==> src/rtl/ksa_pkg.sv <==
// ksa_pkg -- shared definitions for the pipelined Kogge-Stone adder.
//   KSA_MIN_W / KSA_MAX_W : supported operand widths (power of two in between)
//   ksa_stage_t           : per-stage pipeline record {valid, c0, g, p, x}
//                           x = a ^ b_eff is kept untouched for the final sum,
//                           c0 is the effective carry-in (carry into bit 0).
//                           Vectors are sized for KSA_MAX_W; narrower adders
//                           use the low WIDTH bits and leave the rest at zero.
//   ksa_combine()         : the prefix operator {G, P} = (Gi,Pi) o (Gj,Pj)
package ksa_pkg;

  localparam int KSA_MIN_W = 8;
  localparam int KSA_MAX_W = 64;

  typedef struct packed {
    logic                 valid;
    logic                 c0;
    logic [KSA_MAX_W-1:0] g;
    logic [KSA_MAX_W-1:0] p;
    logic [KSA_MAX_W-1:0] x;
  } ksa_stage_t;

  // Prefix combine: the upper group i absorbs the lower group j.
  function automatic logic [1:0] ksa_combine(input logic gi, input logic pi,
                                             input logic gj, input logic pj);
    return {gi | (pi & gj), pi & pj};
  endfunction

endpackage

==> src/rtl/ksa_prefix_cell.sv <==
// ksa_prefix_cell -- one Kogge-Stone prefix node (black cell).
//   gi, pi : generate/propagate of the upper (more significant) group
//   gj, pj : generate/propagate of the lower group being absorbed
//   go, po : combined group generate/propagate
module ksa_prefix_cell
  import ksa_pkg::*;
(
  input  logic gi,
  input  logic pi,
  input  logic gj,
  input  logic pj,
  output logic go,
  output logic po
);

  assign {go, po} = ksa_combine(gi, pi, gj, pj);

endmodule

==> src/rtl/ksa_pipe_adder.sv <==
// ksa_pipe_adder -- pipelined Kogge-Stone adder/subtractor, one beat per cycle.
//   clk, rst          : clock, asynchronous active-high reset
//   in_valid/in_ready : operand handshake (in_ready is the global advance)
//   a, b, cin, sub    : operands; sub=0 -> a+b+cin, sub=1 -> a-b
//   out_valid/out_ready : result handshake
//   sum, cout, ovf    : result, unsigned carry-out, signed overflow
// Pipeline: stage 0 (g/p), LOG2W prefix levels, final sum stage,
// so latency is LOG2W + 2 cycles. Every stage holds when out_valid && !out_ready.
module ksa_pipe_adder
  import ksa_pkg::*;
#(
  parameter int WIDTH = 32,
  parameter int LOG2W = $clog2(WIDTH)
) (
  input  logic             clk,
  input  logic             rst,
  input  logic             in_valid,
  output logic             in_ready,
  input  logic [WIDTH-1:0] a,
  input  logic [WIDTH-1:0] b,
  input  logic             cin,
  input  logic             sub,
  output logic             out_valid,
  input  logic             out_ready,
  output logic [WIDTH-1:0] sum,
  output logic             cout,
  output logic             ovf
);

  logic                          adv;
  logic                          c0;
  logic [WIDTH-1:0]              b_eff;
  logic [WIDTH-1:0]              g0;
  logic [WIDTH-1:0]              p0;
  logic [LOG2W-1:0][WIDTH-1:0]   lvl_g;
  logic [LOG2W-1:0][WIDTH-1:0]   lvl_p;
  logic [WIDTH-1:0]              gf;
  logic [WIDTH-1:0]              carries;
  logic                          unused_stage_bits;
  ksa_stage_t                    st  [0:LOG2W];
  ksa_stage_t                    nxt [0:LOG2W];

  // Global advance: the whole pipe moves or nothing moves; never depends on in_valid.
  assign adv      = !out_valid || out_ready;
  assign in_ready = adv;

  assign b_eff = sub ? ~b : b;
  assign c0    = sub ? 1'b1 : cin;

  // Stage-0 generate/propagate. The carry-in is folded into bit 0 as a
  // generate at position -1, so every prefix G below is a true carry-out.
  for (genvar i = 0; i < WIDTH; i++) begin : g_gp
    if (i == 0) begin : g_lsb
      assign g0[i] = (a[i] & b_eff[i]) | ((a[i] ^ b_eff[i]) & c0);
    end else begin : g_bit
      assign g0[i] = a[i] & b_eff[i];
    end
    assign p0[i] = a[i] ^ b_eff[i];
  end

  // Prefix level k combines span 2^k; the low 2^k bits are already final.
  for (genvar k = 0; k < LOG2W; k++) begin : g_lvl
    for (genvar i = 0; i < WIDTH; i++) begin : g_node
      if (i < (2 ** k)) begin : g_pass
        assign lvl_g[k][i] = st[k].g[i];
        assign lvl_p[k][i] = st[k].p[i];
      end else begin : g_cell
        ksa_prefix_cell u_cell (
          .gi (st[k].g[i]),
          .pi (st[k].p[i]),
          .gj (st[k].g[i-(2**k)]),
          .pj (st[k].p[i-(2**k)]),
          .go (lvl_g[k][i]),
          .po (lvl_p[k][i])
        );
      end
    end
  end

  // Next-state records for every stage register (unused high bits stay zero).
  always_comb begin
    for (int k = 0; k <= LOG2W; k++) begin
      nxt[k] = '0;
    end
    nxt[0].valid          = in_valid;
    nxt[0].c0             = c0;
    nxt[0].g[WIDTH-1:0]   = g0;
    nxt[0].p[WIDTH-1:0]   = p0;
    nxt[0].x[WIDTH-1:0]   = p0;
    for (int k = 0; k < LOG2W; k++) begin
      nxt[k+1].valid        = st[k].valid;
      nxt[k+1].c0           = st[k].c0;
      nxt[k+1].g[WIDTH-1:0] = lvl_g[k];
      nxt[k+1].p[WIDTH-1:0] = lvl_p[k];
      nxt[k+1].x[WIDTH-1:0] = st[k].x[WIDTH-1:0];
    end
  end

  // Carry into bit i is the group generate of bits i-1..0 (c0 for bit 0).
  assign gf      = st[LOG2W].g[WIDTH-1:0];
  assign carries = {gf[WIDTH-2:0], st[LOG2W].c0};

  // Stage registers and registered outputs; all hold while the pipe is stalled.
  always_ff @(posedge clk or posedge rst) begin
    if (rst) begin
      for (int k = 0; k <= LOG2W; k++) begin
        st[k] <= '0;
      end
      out_valid <= 1'b0;
      sum       <= '0;
      cout      <= 1'b0;
      ovf       <= 1'b0;
    end else if (adv) begin
      for (int k = 0; k <= LOG2W; k++) begin
        st[k] <= nxt[k];
      end
      out_valid <= st[LOG2W].valid;
      sum       <= st[LOG2W].x[WIDTH-1:0] ^ carries;
      cout      <= gf[WIDTH-1];
      ovf       <= gf[WIDTH-2] ^ gf[WIDTH-1];
    end
  end

  // Final-level P and padding bits of the records are intentionally not consumed.
  always_comb begin
    unused_stage_bits = 1'b0;
    for (int k = 0; k <= LOG2W; k++) begin
      unused_stage_bits = unused_stage_bits ^ (^st[k]);
    end
  end

endmodule

==> config.mk <==
export PLATFORM = sky130hd
export DESIGN_NAME = ksa_pipe_adder
export DESIGN_NICKNAME = d
export VERILOG_FILES = /design/src/rtl/ksa_pkg.sv /design/src/rtl/ksa_prefix_cell.sv /design/src/rtl/ksa_pipe_adder.sv
export SDC_FILE = /design/constraint.sdc
export NUM_CORES = 1
export LEC_CHECK = 0
export CAP_MARGIN = 10
export CORE_MARGIN = 2
export CORE_UTILIZATION = 54
export CTS_CLUSTER_SIZE = 12
export DETAILED_ROUTE_END_ITERATION = 8
export PLACE_DENSITY_LB_ADDON = 0.1
export SLEW_MARGIN = 20
export SYNTH_ARGS = -nofsm -noshare
export SYNTH_HDL_FRONTEND = slang
export SYNTH_SLANG_ARGS = --single-unit
==> constraint.sdc <==
create_clock -name clk -period 17 [get_ports clk]
set_input_delay 1.7 -clock clk [delete_from_list [all_inputs] [get_ports clk]]
set_output_delay 1.7 -clock clk [all_outputs]
set_load 0.01 [all_outputs]
==> results.tsv <==
stage	metric	value	unit
status	status	completed	
detailed_routing	drc_errors	0	
timing	relSlewSlack	33.39	%
setup_path	crit_required	15.30	ns
timing	min_period_over_period	31.36	%
setup_path	path_max_fanout	65	
setup_path	worst_setup_path_end_kind	output port	
cts	holdBufCountCts	0	
yosys	yosysTopAreaCellShare	59.58	%
setup_path	crit_family	buffers and inverters	
final_layout	final_nets	1896	
power	p_per_area	182.1	nW/um^2
timing	tightest_slew	0.9992	ns
final_layout	mostFrequentLayoutCell	dfrtp_1	
detailed_routing	first_pass_iters	8	
yosys	postSynthCellCount	1730	
floorplanning	die_area	42790	um^2
setup_path	critical_path_class	in -> out	
yosys	synthArstFlopShare	100.0	%
setup_path	crit_slowest_cell	and2b_4	
yosys	yosysUniqueCellTypes	21	
final_layout	drive_above_1_share	20.38	%
yosys	yosysSeqAreaShare	59.58	%
grt	grt_pass1_wl	78.18	mm
flow_run	cap_violations	0	
grt	top_usage_layer	met1	
floorplanning	chipHeight	206.9	um
placed_design	portBuffers	105	
final_layout	final_area	25280	um^2
detailed_routing	final_antenna_net_count	0	
cts	clk_pin_slew_worst_paths	0.06	ns
yosys	syn_area_per_cell	12.84	um^2
cts	cts_num_sinks	529	
grt	gr-usage-all-layers	23.69	%
setup_path	critical_path.startpoint_type	input port	
cts	cts_setup_buffers	0	
timing	clock_skew	0.01384	ns
yosys	yosys_most_used_dff	dfrtp_1	
cts	cts-root-buf	clkbuf_16	
grt	grt_max_degree	206	
final_layout	final_cell_mix	528 x dfrtp_1, 233 x mux2_2, 228 x o21ai_0	
timing	rsz0062_at_grt	no	
yosys	ys_ff_latch	529	
detailed_routing	viasPerCell	5.674	
power	ir_drop	138.5	uV
timing	max_freq	187.6	MHz
detailed_routing	num_vias	13413	
yosys	ys_warn_count	0	
grt	grt_pass1_vias	13354	
cts	cts_buffers	54	
timing	drv_slew	0	
placed_design	gp_congestion	0.7932	
worst_hold_path	hold_path.class	reg -> reg	
cts	cts-resized-gates	0	
detailed_routing	routed_wl	48.84	mm
cts	insertion_delay	0.59	ns
setup_path	cp_cell_sequence	buf_4, and2b_4, inv_6, clkdlybuf4s50_1	
timing	setup-tns-final	0	ns
floorplanning	io_pins	106	
cts	cts_buffer_depth	3	
yosys	syn_nets	1832	
grt	gr-usage-met3	3.564	%
grt	antenna_found_initial	3	
timing	hold_viol	0	
floorplanning	initial_utilization	54.54	%
final_layout	syn_to_final_growth	13.78	%
yosys	synth_top_cells_by_area	dfrtp_1 60%, mux2_2 12%, nand3b_1 7.7%	
grt	grt-ovfl-total	0	
setup_path	slowest_delay	0.88	ns
floorplanning	core_area	40740	um^2
cts	htreeDepth	2	
power	power_leakage	10.76	nW
grt	use_met2	35.01	%
yosys	yosysTopAreaCell	dfrtp_1	
timing	fin_crit	5.331	ns
grt	use_met1	36.60	%
floorplanning	rows	74	
cts	cts_tree	yes	
timing	setup_viol	0	
placed_design	placed_cell_area	23500	um^2
floorplanning	fp.dieW	206.9	um
setup_path	critical_path_arrival	3.63	ns
detailed_routing	wire_per_inst	20.66	um
yosys	synth_edf_count	0	
placed_design	dp_hpwl	31.14	mm
detailed_routing	drt-initial-drc-count	1156	
yosys	netlist_area	22220	um^2
setup_path	critPathBufInv	3	
-- routing by layer --
layer | up-vias | share of wire (%)
met1 | 6810 | 48
met4 | 2 | 2.2
met2 | 278 | 45
met3 | 62 | 4.6
li1 | 6261 | -
met5 | - | 0.027
-- final timing paths --
| kind | slack (ns) | endpoint | cells past startpoint | start |
|---|---|---|---|---|
| worst max-delay path | 11.67 | in_ready | 4 | out_ready |
| worst min-delay path | 0.46 | out_valid | 1 | st[193] |
| worst max register to register | 13.15 | st[23] | 4 | out_valid |
| worst min register to register | 0.46 | out_valid | 1 | st[193] |
| max in group asynchronous | 12.74 | out_valid | 4 | rst |
| min in group asynchronous | 1.66 | nxt[11] | 2 | rst |
-- logic make-up (layout without fill, tap and decap cells) --
logic type | after synthesis | after routing | synth area share (%)
DFF | 529 | 529 | 59.58
adders and majority gates | 32 | 32 | 1.802
and+or+nand+nor | 330 | 330 | 9.482
buffers and inverters | 116 | 216 | 2.658
xor gates and xnor gates | 65 | 65 | 2.562
AOI/OAI and AO/OA | 359 | 359 | 8.092
muxes | 299 | 299 | 15.83
other | 0 | 2 | 0
-- synth_stat cells, types with 2 or more instances --
cell        n
nand2_1    98
a21oi_1   130
xor2_1     65
o21ai_0   228
nor3b_1     2
mux2_2    233
dfrtp_1   529
buf_2      16
buf_6      12
nand3b_1  227
buf_4      12
mux2_1     26
clkbuf_1   73
inv_1       2
mux2_4     40
ha_1       32
-- worst register-to-register path: stages (launching register included) --
cell     delay (ns)
dfrtp_4        0.72
and2b_4        0.91
buf_12         0.68
buf_4          0.99
mux2_2         0.46
-- flip-flops by register name, summed over array words and instances (netlist names) --
signal     count
gf             1
st           260
carries       32
cout           1
ovf            1
lvl_g         31
out_valid      1
nxt          170
sum           32
-- metrics by stage --
| stage | setup slack [ns] | hold WS, ns | instances | util [%] | total power [mW] |
|---|---|---|---|---|---|
| global placement | 11.66 | 0.4403 | 2268 | 57.68 | 3.423 |
| global route | 11.53 | 0.4903 | 2362 | 62.05 | 4.881 |
| CTS | 11.65 | 0.4613 | 2360 | 61.95 | 4.643 |
| detailed placement | 11.65 | 0.4508 | 2268 | 57.68 | 3.477 |
| finish | 11.67 | 0.4593 | 2364 | 62.06 | 4.603 |
| floorplan | 0.5182 | 0.4305 | 1730 | - | 2.995 |
-- power breakdown --
group / internal [mW] / switching, mW / total [mW] / leakage (nW)
logic: 0.642 / 0.522 / 1.16 / 3.36
clock network: 0.684 / 0.469 / 1.15 / 0.860
registers: 1.79 / 0.492 / 2.29 / 6.54
-- cell type report --
| cell class | count | area, um^2 |
|---|---|---|
| clock inverter | 3 | 15.01 |
| fill | 3362 | 15460 |
| sequential | 529 | 13240 |
| timing repair buffer | 121 | 1214 |
| antenna | 2 | 5.005 |
| inverter | 3 | 23.77 |
| multi-input combinational | 1085 | 8392 |
| tap | 532 | 665.6 |
| clock buffer | 89 | 1727 |
Note: power is estimated with default switching activity, not from simulation.
